`src/rtl/i2c_master_pkg.sv`:
```
// ----------------------------------------------------------------------------
// i2c_master_pkg
//   Shared definitions for the I2C master: CPU command codes, the command
//   FSM state encoding, the four-phase SCL bit-time encoding, and a small
//   helper to step through the phases.
// ----------------------------------------------------------------------------
package i2c_master_pkg;

    // Command code carried in data_in[10:8]; codes 6 and 7 behave as NOP.
    typedef enum logic [2:0] {
        CMD_NOP       = 3'd0,
        CMD_START     = 3'd1,
        CMD_WRITE     = 3'd2,
        CMD_READ_ACK  = 3'd3,
        CMD_READ_NACK = 3'd4,
        CMD_STOP      = 3'd5
    } cmd_e;

    // Command FSM states; DATA covers WRITE, READ_ACK and READ_NACK.
    typedef enum logic [1:0] {
        ST_IDLE,
        ST_START,
        ST_DATA,
        ST_STOP
    } state_e;

    // One SCL bit time is four quarter-period phases.
    typedef enum logic [1:0] {
        PH_0,
        PH_1,
        PH_2,
        PH_3
    } phase_e;

    // Index of the acknowledge bit within a DATA command (bits 0..8).
    localparam logic [3:0] LAST_BIT = 4'd8;

    function automatic phase_e next_phase(input phase_e p);
        phase_e n;
        case (p)
            PH_0:    n = PH_1;
            PH_1:    n = PH_2;
            PH_2:    n = PH_3;
            default: n = PH_0;
        endcase
        return n;
    endfunction

endpackage

```
`src/rtl/i2c_master_qtick.sv`:
```
// ----------------------------------------------------------------------------
// i2c_qtick
//   Quarter-period tick generator. Produces a one-cycle tick on the last clk
//   cycle of every CLOCK_DIV-cycle quarter period.
//
//   clk      in   block clock (rising edge)
//   nreset   in   synchronous active-low reset
//   hold     in   freeze the counter (used for SCL clock stretching)
//   restart  in   begin a fresh quarter period on the next cycle
//   tick     out  high on the last cycle of each quarter period
// ----------------------------------------------------------------------------
module i2c_qtick #(
    parameter int CLOCK_DIV    = 25,
    parameter int COUNTER_BITS = 8
) (
    input  logic clk,
    input  logic nreset,
    input  logic hold,
    input  logic restart,
    output logic tick
);

    localparam logic [COUNTER_BITS-1:0] LAST = COUNTER_BITS'(CLOCK_DIV - 1);

    logic [COUNTER_BITS-1:0] cnt_q;

    always_ff @(posedge clk) begin
        if (!nreset || restart) begin
            cnt_q <= '0;
        end else if (!hold) begin
            cnt_q <= (cnt_q == LAST) ? '0 : cnt_q + COUNTER_BITS'(1);
        end
    end

    // A held counter must not tick, otherwise a stretched phase could end
    // while the counter sits on its last value.
    assign tick = (cnt_q == LAST) && !hold;

endmodule

```
`src/rtl/i2c_master.sv`:
```
// ----------------------------------------------------------------------------
// i2c_master
//   Byte-level I2C master driven by single CPU commands (START, WRITE,
//   READ_ACK, READ_NACK, STOP). Each SCL bit time is split into four phases
//   of CLOCK_DIV clk cycles; SCL clock stretching is honoured in phase 1.
//
//   clk        in   block clock (rising edge)
//   nreset     in   synchronous active-low reset
//   nwr        in   active-low command strobe; only its falling edge counts
//   data_in    in   [10:8] command code, [7:0] byte to write
//   data_out   out  byte received by the last READ command
//   busy       out  high while a command executes
//   nack       out  acknowledge sampled after the last WRITE (1 = NACK)
//   scl, sda   out  open-drain controls (1 = release, 0 = pull low)
//   scl_in     in   SCL line level (already synchronised)
//   sda_in     in   SDA line level (already synchronised)
// ----------------------------------------------------------------------------
module i2c_master
    import i2c_master_pkg::*;
#(
    parameter int CLOCK_DIV    = 25,
    parameter int COUNTER_BITS = 8
) (
    input  logic        clk,
    input  logic        nreset,
    input  logic        nwr,
    input  logic [10:0] data_in,
    output logic [7:0]  data_out,
    output logic        busy,
    output logic        nack,
    output logic        scl,
    output logic        sda,
    input  logic        scl_in,
    input  logic        sda_in
);

    state_e     state_q, state_n;
    phase_e     phase_q, phase_n;
    logic [3:0] bit_cnt_q, bit_cnt_n;

    cmd_e       cmd_q;
    logic [7:0] byte_q;
    logic [7:0] rx_q;
    logic       ack_q;
    logic       nwr_q;
    logic       scl_hold_q;
    logic       sda_hold_q;

    logic       cmd_valid;
    logic       accept;
    logic       qtick;
    logic       stretch_hold;
    logic       last_bit;
    logic       cmd_done;
    logic       sample_en;
    logic       finish_en;
    logic       tx_bit;
    logic       scl_drv;
    logic       sda_drv;

    // ------------------------------------------------------------------
    // Command acceptance: falling edge of nwr, block idle, non-NOP code.
    // ------------------------------------------------------------------
    assign cmd_valid = (data_in[10:8] != CMD_NOP) && (data_in[10:8] <= CMD_STOP);
    assign accept    = nwr_q && !nwr && (state_q == ST_IDLE) && cmd_valid;
    assign busy      = (state_q != ST_IDLE);

    assign last_bit  = (bit_cnt_q == LAST_BIT);
    assign cmd_done  = (state_q != ST_DATA) || last_bit;

    // Phase counter freezes while a slave keeps SCL low in phase 1.
    assign stretch_hold = (state_q != ST_IDLE) && (phase_q == PH_1) && scl_drv && !scl_in;

    i2c_qtick #(
        .CLOCK_DIV   (CLOCK_DIV),
        .COUNTER_BITS(COUNTER_BITS)
    ) u_qtick (
        .clk    (clk),
        .nreset (nreset),
        .hold   (stretch_hold),
        .restart(accept),
        .tick   (qtick)
    );

    // ------------------------------------------------------------------
    // FSM: state register
    // ------------------------------------------------------------------
    always_ff @(posedge clk) begin
        if (!nreset) begin
            state_q   <= ST_IDLE;
            phase_q   <= PH_0;
            bit_cnt_q <= '0;
        end else begin
            state_q   <= state_n;
            phase_q   <= phase_n;
            bit_cnt_q <= bit_cnt_n;
        end
    end

    // ------------------------------------------------------------------
    // FSM: next state, phase and bit counter
    // ------------------------------------------------------------------
    always_comb begin
        state_n   = state_q;
        phase_n   = phase_q;
        bit_cnt_n = bit_cnt_q;
        case (state_q)
            ST_IDLE: begin
                if (accept) begin
                    phase_n   = PH_0;
                    bit_cnt_n = '0;
                    case (data_in[10:8])
                        CMD_START: state_n = ST_START;
                        CMD_STOP:  state_n = ST_STOP;
                        default:   state_n = ST_DATA;
                    endcase
                end
            end
            default: begin
                if (qtick) begin
                    if (phase_q == PH_3) begin
                        phase_n = PH_0;
                        if (cmd_done) begin
                            state_n   = ST_IDLE;
                            bit_cnt_n = '0;
                        end else begin
                            bit_cnt_n = bit_cnt_q + 4'd1;
                        end
                    end else begin
                        phase_n = next_phase(phase_q);
                    end
                end
            end
        endcase
    end

    // ------------------------------------------------------------------
    // FSM: line outputs
    // ------------------------------------------------------------------
    always_comb begin
        // Bits 0..7 carry the write byte MSB first (reads release SDA);
        // bit 8 is the acknowledge slot, driven low only for READ_ACK.
        if (bit_cnt_q[3]) begin
            tx_bit = (cmd_q != CMD_READ_ACK);
        end else if (cmd_q == CMD_WRITE) begin
            tx_bit = byte_q[3'd7 - bit_cnt_q[2:0]];
        end else begin
            tx_bit = 1'b1;
        end

        // Idle keeps whatever was driven last, so the bus stays owned.
        scl_drv = scl_hold_q;
        sda_drv = sda_hold_q;
        case (state_q)
            ST_START: begin
                case (phase_q)
                    PH_0:    begin scl_drv = 1'b0; sda_drv = 1'b1; end
                    PH_1:    begin scl_drv = 1'b1; sda_drv = 1'b1; end
                    PH_2:    begin scl_drv = 1'b1; sda_drv = 1'b0; end
                    default: begin scl_drv = 1'b0; sda_drv = 1'b0; end
                endcase
            end
            ST_STOP: begin
                case (phase_q)
                    PH_0:    begin scl_drv = 1'b0; sda_drv = 1'b0; end
                    PH_1:    begin scl_drv = 1'b1; sda_drv = 1'b0; end
                    default: begin scl_drv = 1'b1; sda_drv = 1'b1; end
                endcase
            end
            ST_DATA: begin
                scl_drv = (phase_q == PH_1) || (phase_q == PH_2);
                sda_drv = tx_bit;
            end
            default: ;
        endcase
    end

    assign scl = scl_drv;
    assign sda = sda_drv;

    // ------------------------------------------------------------------
    // Datapath: command latch, receive shifter, result registers
    // ------------------------------------------------------------------
    assign sample_en = (state_q == ST_DATA) && qtick && (phase_q == PH_2);
    assign finish_en = (state_q == ST_DATA) && qtick && (phase_q == PH_3) && last_bit;

    always_ff @(posedge clk) begin
        if (!nreset) begin
            nwr_q      <= 1'b1;
            scl_hold_q <= 1'b1;
            sda_hold_q <= 1'b1;
            cmd_q      <= CMD_NOP;
            byte_q     <= '0;
            rx_q       <= '0;
            ack_q      <= 1'b0;
            data_out   <= '0;
            nack       <= 1'b0;
        end else begin
            nwr_q      <= nwr;
            scl_hold_q <= scl_drv;
            sda_hold_q <= sda_drv;

            if (accept) begin
                cmd_q  <= cmd_e'(data_in[10:8]);
                byte_q <= data_in[7:0];
            end

            if (sample_en) begin
                if (last_bit) begin
                    ack_q <= sda_in;
                end else begin
                    rx_q <= {rx_q[6:0], sda_in};
                end
            end

            // Results are published together with the return to idle.
            if (finish_en) begin
                if (cmd_q == CMD_WRITE) begin
                    nack <= ack_q;
                end else begin
                    data_out <= rx_q;
                end
            end
        end
    end

endmodule
```
`config.mk`:
```
export PLATFORM = sky130hd
export DESIGN_NAME = i2c_master
export DESIGN_NICKNAME = d
export VERILOG_FILES = /design/src/rtl/i2c_master_pkg.sv /design/src/rtl/i2c_master_qtick.sv /design/src/rtl/i2c_master.sv
export SDC_FILE = /design/constraint.sdc
export NUM_CORES = 1
export LEC_CHECK = 0
export BUFFER_PORTS_ARGS = -buffer_cell sky130_fd_sc_hd__buf_2
export CORE_ASPECT_RATIO = 1.25
export CORE_MARGIN = 3
export CORE_UTILIZATION = 52
export DETAILED_ROUTE_END_ITERATION = 10
export HOLD_SLACK_MARGIN = 0.03
export PLACE_DENSITY = 0.75
export REMOVE_ABC_BUFFERS = 1
export SETUP_SLACK_MARGIN = 0.3
export SLEW_MARGIN = 5
export SYNTH_ARGS = -nofsm -noshare
export SYNTH_HDL_FRONTEND = slang
export SYNTH_SLANG_ARGS = --single-unit
```
`constraint.sdc`:
```
create_clock -name clk -period 2 [get_ports clk]
set_clock_uncertainty 0.05 [all_clocks]
set_input_delay 0.4 -clock clk [delete_from_list [all_inputs] [get_ports clk]]
set_output_delay 0.4 -clock clk [all_outputs]
set_load 0.02 [all_outputs]
```
==> results of run 1 <==
==> synth_stat cells (4+ instances only) <==
library cell	n	area, sq um
a21oi_1	22	110
buf_2	6	30.0
clkbuf_1	10	37.5
dfxtp_1	48	961
ha_1	8	100
inv_1	10	37.5
mux2i_1	22	220
nand2_1	32	120
nand2b_1	5	31.3
nand3_1	14	70.1
nand3b_1	4	30.0
nand4_1	11	68.8
nand4b_1	6	52.6
nor2_1	16	60.1
nor3_1	4	20.0
nor4_1	7	43.8
o31ai_1	12	90.1
==> worst paths after layout <==
kind / slack [ns] / endpoint / cells past startpoint / startpoint
worst max register to register: -0.18 / ack_q / 8 / u_qtick.cnt_q[1]
worst max-delay path: -0.53 / sda / 6 / bit_cnt_q[1]
worst min register to register: 0.41 / data_out[5] / 2 / data_out[5]
worst min-delay path: 0.27 / nwr_q / 2 / nwr
==> layout make-up <==
class                           instances  area, sq um  share of cell area (%)
Multi-Input combinational cell        205         1760                    47.8
Clock inverter                          2         60.1                    1.63
Sequential cell                        48          976                    26.5
Clock buffer                            5         68.8                    1.87
Timing Repair Buffer                   85          706                    19.2
Tap cell                               58         72.6                    1.97
Inverter                               10         40.0                    1.09
==> power by group through the flow <==
stage	sequential (W)	combinational [W]	clock, W
after floorplan	0.00103	0.000135	0
after global placement	0.00102	0.000245	0
after detailed placement	0.00103	0.000249	0
after CTS	0.00100	0.000301	0.000827
after global routing	0.00101	0.000367	0.000871
final	0.00101	0.000344	0.000825
==> through the flow <==
step | power, W | std cells | area, sq um | setup slack, ns
finish | 0.00218 | 413 | 3680 | -0.527
global route | 0.00225 | 413 | 3680 | -0.576
CTS | 0.00213 | 403 | 3430 | -0.491
detailed placement | 0.00127 | 381 | 2860 | -0.447
global placement | 0.00127 | 381 | 2860 | -0.428
floorplan | 0.00116 | 263 | 2390 | -0.340
==> logic make-up after synthesis <==
group                      share of synthesized area, %
buffers and inverters                              5.00
DFF                                                38.7
and+or+nand+nor                                    26.1
AOI/OAI and AO/OA                                  15.0
adders and majority gates                          4.04
muxes                                              11.2
==> per-layer routing <==
layer / GRT usage, % / part of all wire, %
met5: 0 / 0
met1: 30.1 / 37
met2: 44.0 / 51
met3: 5.01 / 6.5
met4: 11.4 / 5.7
==> registers in the layout (all words and copies together), names as in the netlist <==
name / flops
rx_q: 8
data_out: 8
u_qtick.cnt_q: 8
cmd_q: 3
byte_q: 8
nack: 1
phase_q: 2
nwr_q: 1
sda_hold_q: 1
state_q: 2
ack_q: 1
bit_cnt_q: 4
scl_hold_q: 1
==> worst register-to-register path: stages (launching register included) <==
cell	delay, ns
dfxtp_2	0.33
inv_2	0.07
ha_4	0.13
nand4b_1	0.15
or4_4	0.45
buf_6	0.15
buf_6	0.11
or4b_4	0.48
a21oi_2	0.18
==> what timing repair did <==
| action | in CTS | in global routing |
|---|---|---|
| setup endpoints to repair | 49 | 49 |
| resized for setup | 73 | 35 |
| buffers inserted | 14 | 8 |
| pin swaps | 36 | 15 |
| gates cloned | 1 | 2 |
==> flow_metrics.tcl, run 1 <==
set metrics [dict create \
    status "finished, violations left" \
    failed_checks "setup timing" \
    critPathLaunchType "flip-flop" \
    ys_ff_latch 48 \
    path_cells "mux4_2 -> mux2_4 -> o311ai_4 -> buf_6 -> nand2_4 -> buf_6" \
    cp_max_fo 2 \
    cp_top_family "multiplexers" \
    cts_buffers 5 \
    crit_path_frequent_cell "buf_6" \
    power_frac_clock_pct 37.9 \
    ys.flop_type "dfxtp_1" \
    ioPinCount 28 \
    hold_path.class "input port to flip-flop" \
    rsz0062_at_grt "yes" \
    firstDrtPassIters 6 \
    final_core_util_pct 82.0 \
    path_clk_slew_ns 0.09 \
    core_sq_um 4490 \
    clock_sinks 48 \
    final_cell_mix "40 x dfxtp_1, 39 x buf_4, 29 x nand2_1" \
    required_ns 1.55 \
    cp_slowest_cell "mux4_2" \
    place.gp.congestion 0.859 \
    synth-seq-area-share_pct 38.7 \
    power.net_switching_w 0.000543 \
    grt_first_pass_wirelength_microns 11200 \
    peakVddDrop_v 0.000508 \
    path_buf_inv 2 \
    rows 27 \
    setup_violations 34 \
    drc_errors 0 \
    final_common_cell "dfxtp_1" \
    io_buffers 27 \
    grt_pass1_vias 2389 \
    start_util_pct 55.2 \
    synth_cell_types 44 \
    swShare_pct 24.9 \
    drive_above_1_share_pct 43.7 \
    relSlewSlack_pct 46.2 \
    grt.total_usage_pct 25.8 \
    ys.warnings.count 0 \
    synth_edf_count 0 \
    worst_ep_arrival_time_ns 2.08 \
    slew_viol_final 0 \
    areaGrowthSynthToFinish_pct 48.6 \
    vias 2729 \
    hold_ws_ns 0.272 \
    cts_tree "done" \
    wirelength_microns 8530 \
    clock_latency_ns 0.31 \
    setup_slack_ns -0.527 \
    drv_cap 0 \
    end_kind "output port" \
    die_x_microns 67.8 \
    syn_area_per_cell_sq_um 8.76 \
    via_per_inst 6.61 \
    syn-instance-count 283 \
    finalCriticalPeriod_ns 2.53 \
    ctsHoldBuffers 0 \
    fmax_mhz 396 \
    nFillCells 234 \
    wl_per_cell_microns 20.6 \
    setup_tns_ns -3.55 \
    pwr-share-seq_pct 46.4 \
    nets 379 \
    power.leakage_nw 1.38 \
    ant_nets 0 \
    fp.dieH_microns 83.2 \
    post-dp-hpwl_microns 3980 \
    gr-total-overflow 0 \
    min_period_over_period_pct 126 \
    async_flop_share_pct 0 \
    clockBufferDepth 2 \
    internal-power_w 0.00164 \
    drtIter0Drc 314 \
    syn_area_sq_um 2480 \
    die-area_sq_um 5640 \
    grt_max_degree 29 \
    antenna_found_initial 0 \
    critPathKind "flip-flop to output port" \
    antenna_cells 0 \
    slowest_delay_ns 0.51 \
    powerDensity_nw_per_um2 592 \
    cts_root_buffer "clkbuf_8" \
    tightest_slew_ns 0.806 \
    pwr-share-comb_pct 15.8 \
    hold_viol 0 \
    h-tree-depth 2 \
]
No activity file was read; power rests on OpenSTA's default activity.
==> run 2: changes to the inputs <==
Settings changed: MAX_ROUTING_LAYER from default to met4.
==> run 2 against run 1 <==
Net effect: the run still ends with setup timing left; combinational power hardly changed; hold slack is essentially flat; clock power grew 0.5%; sequential power about the same; power is 0.24% higher; clock-buffer cell count unchanged; flip-flop and latch count unchanged; setup slack better by 0.021 ns; critical path type unchanged; wire length is 3.4% lower; global-route usage is 0.72 points higher.
==> flow_metrics.tcl, run 2 (synthesis gave the netlist of run 1 again) <==
set metrics [dict create \
    vias 2648 \
    h-tree-depth 2 \
    via_per_inst 6.44 \
    drtIter0Drc 259 \
    cts_root_buffer "clkbuf_8" \
    critPathLaunchType "flip-flop" \
    nets 377 \
    peakVddDrop_v 0.000475 \
    grt_max_degree 29 \
    tightest_slew_ns 0.824 \
    grt_first_pass_wirelength_microns 11300 \
    ant_nets 0 \
    path_clk_slew_ns 0.09 \
    crit_path_frequent_cell "buf_6" \
    areaGrowthSynthToFinish_pct 47.8 \
    drive_above_1_share_pct 43.1 \
    cp_slowest_cell "mux4_2" \
    status "finished, violations left" \
    seqCellArea_sq_um 976 \
    cp_top_family "multiplexers" \
    path_cells "mux4_2 -> mux2_4 -> o311ai_4 -> buf_6 -> nand2_4 -> buf_6" \
    wl_per_cell_microns 20.0 \
    powerDensity_nw_per_um2 596 \
    power.leakage_nw 1.37 \
    multi_input_area_sq_um 1760 \
    io_buffers 27 \
    critPathKind "flip-flop to output port" \
    nFillCells 235 \
    rows 27 \
    place.gp.congestion 0.873 \
    die-area_sq_um 5640 \
    finalPower_w 0.00219 \
    drv_cap 0 \
    setup_slack_ns -0.507 \
    antenna_cells 0 \
    required_ns 1.55 \
    antenna_found_initial 0 \
    final_common_cell "dfxtp_1" \
    cts_buffers 5 \
    die_x_microns 67.8 \
    clock_sinks 48 \
    worst_ep_arrival_time_ns 2.06 \
    grt.total_usage_pct 26.5 \
    start_util_pct 55.2 \
    setup_violations 34 \
    hold_viol 0 \
    rsz0062_at_grt "yes" \
    clockBufferDepth 2 \
    cts_tree "done" \
    wirelength_microns 8240 \
    hold_path.class "input port to flip-flop" \
    clock_latency_ns 0.31 \
    post-dp-hpwl_microns 3980 \
    relSlewSlack_pct 45.0 \
    core_sq_um 4490 \
    ioPinCount 28 \
    fmax_mhz 399 \
    end_kind "output port" \
    gr-total-overflow 0 \
    grt_pass1_vias 2383 \
    finalNonFillerCells 411 \
    fp.dieH_microns 83.2 \
    path_buf_inv 2 \
    final_cell_mix "40 x dfxtp_1, 38 x buf_4, 29 x nand2_1" \
    cp_max_fo 2 \
    min_period_over_period_pct 125 \
    firstDrtPassIters 5 \
    failed_checks "setup timing" \
    slew_viol_final 0 \
    slowest_delay_ns 0.51 \
    drc_errors 0 \
    dp_cells 381 \
    finalCriticalPeriod_ns 2.51 \
]
## run 2: changes by cell type in the layout (fill, tap and decap cells not counted), sizes merged
cell	before	now
buf	84	82
## run 2: report_power, final
group	total, W	internal, W	switching, W
registers	0.00101	0.000984	0.0000255
clock network	0.000829	0.000492	0.000337
logic	0.000347	0.000161	0.000186
total	0.00219	0.00164	0.000548
## run 2: worst register-to-register path, delay by kind of cell (launching register included)
kind | cells | cell delay [ns]
DFF | 1 | 0.33
AOI/OAI and AO/OA | 2 | 0.51
adders and majority gates | 1 | 0.12
and+or+nand+nor | 2 | 0.60
buffers and inverters | 4 | 0.48
## run 2: worst paths after layout
check / cells past startpoint / slack, ns / to / from
setup / recovery: 6 / -0.51 / sda / bit_cnt_q[1]
hold / removal: 3 / 0.27 / byte_q[3] / data_in[3]
setup reg to reg: 9 / -0.19 / bit_cnt_q[2] / u_qtick.cnt_q[1]
hold reg to reg: 2 / 0.41 / data_out[5] / data_out[5]
## run 2: cell type report
cell class / count / share of cell area (%)
Multi-Input combinational cell: 205 / 48.0
Sequential cell: 48 / 26.6
Timing Repair Buffer: 83 / 18.8
Tap cell: 58 / 1.98
Clock buffer: 5 / 1.88
Clock inverter: 2 / 1.64
Inverter: 10 / 1.09
## run 2: per-stage QoR
stage / setup WS [ns] / cell area, sq um / hold slack [ns] / utilization [%] / setup TNS (ns)
floorplan: -0.340 / 2390 / 0.388 / - / -4.70
global placement: -0.428 / 2860 / 0.391 / 63.7 / -0.481
detailed placement: -0.447 / 2860 / 0.402 / 63.7 / -0.569
CTS: -0.491 / 3430 / 0.252 / 76.4 / -2.08
global route: -0.538 / 3670 / 0.267 / 81.6 / -5.66
finish: -0.507 / 3670 / 0.272 / 81.6 / -2.75
## run 2: routing by layer
metal / track usage, % / vias up / share of wire [%]
met3: 5.01 / 56 / 6.1
met5: - / - / 0
met2: 44.0 / 147 / 50
li1: - / 1191 / -
met4: 11.6 / 0 / 6.3
met1: 30.1 / 1254 / 37
## run 2: what timing repair did
action                                  CTS  global route
setup buffers                            14             7
endpoints found under the setup margin   49            49
endpoints found under the hold margin     0             0
pin swaps                                36            14
gates cloned                              1             1
resized for setup                        73            33
hold buffers                              0             0
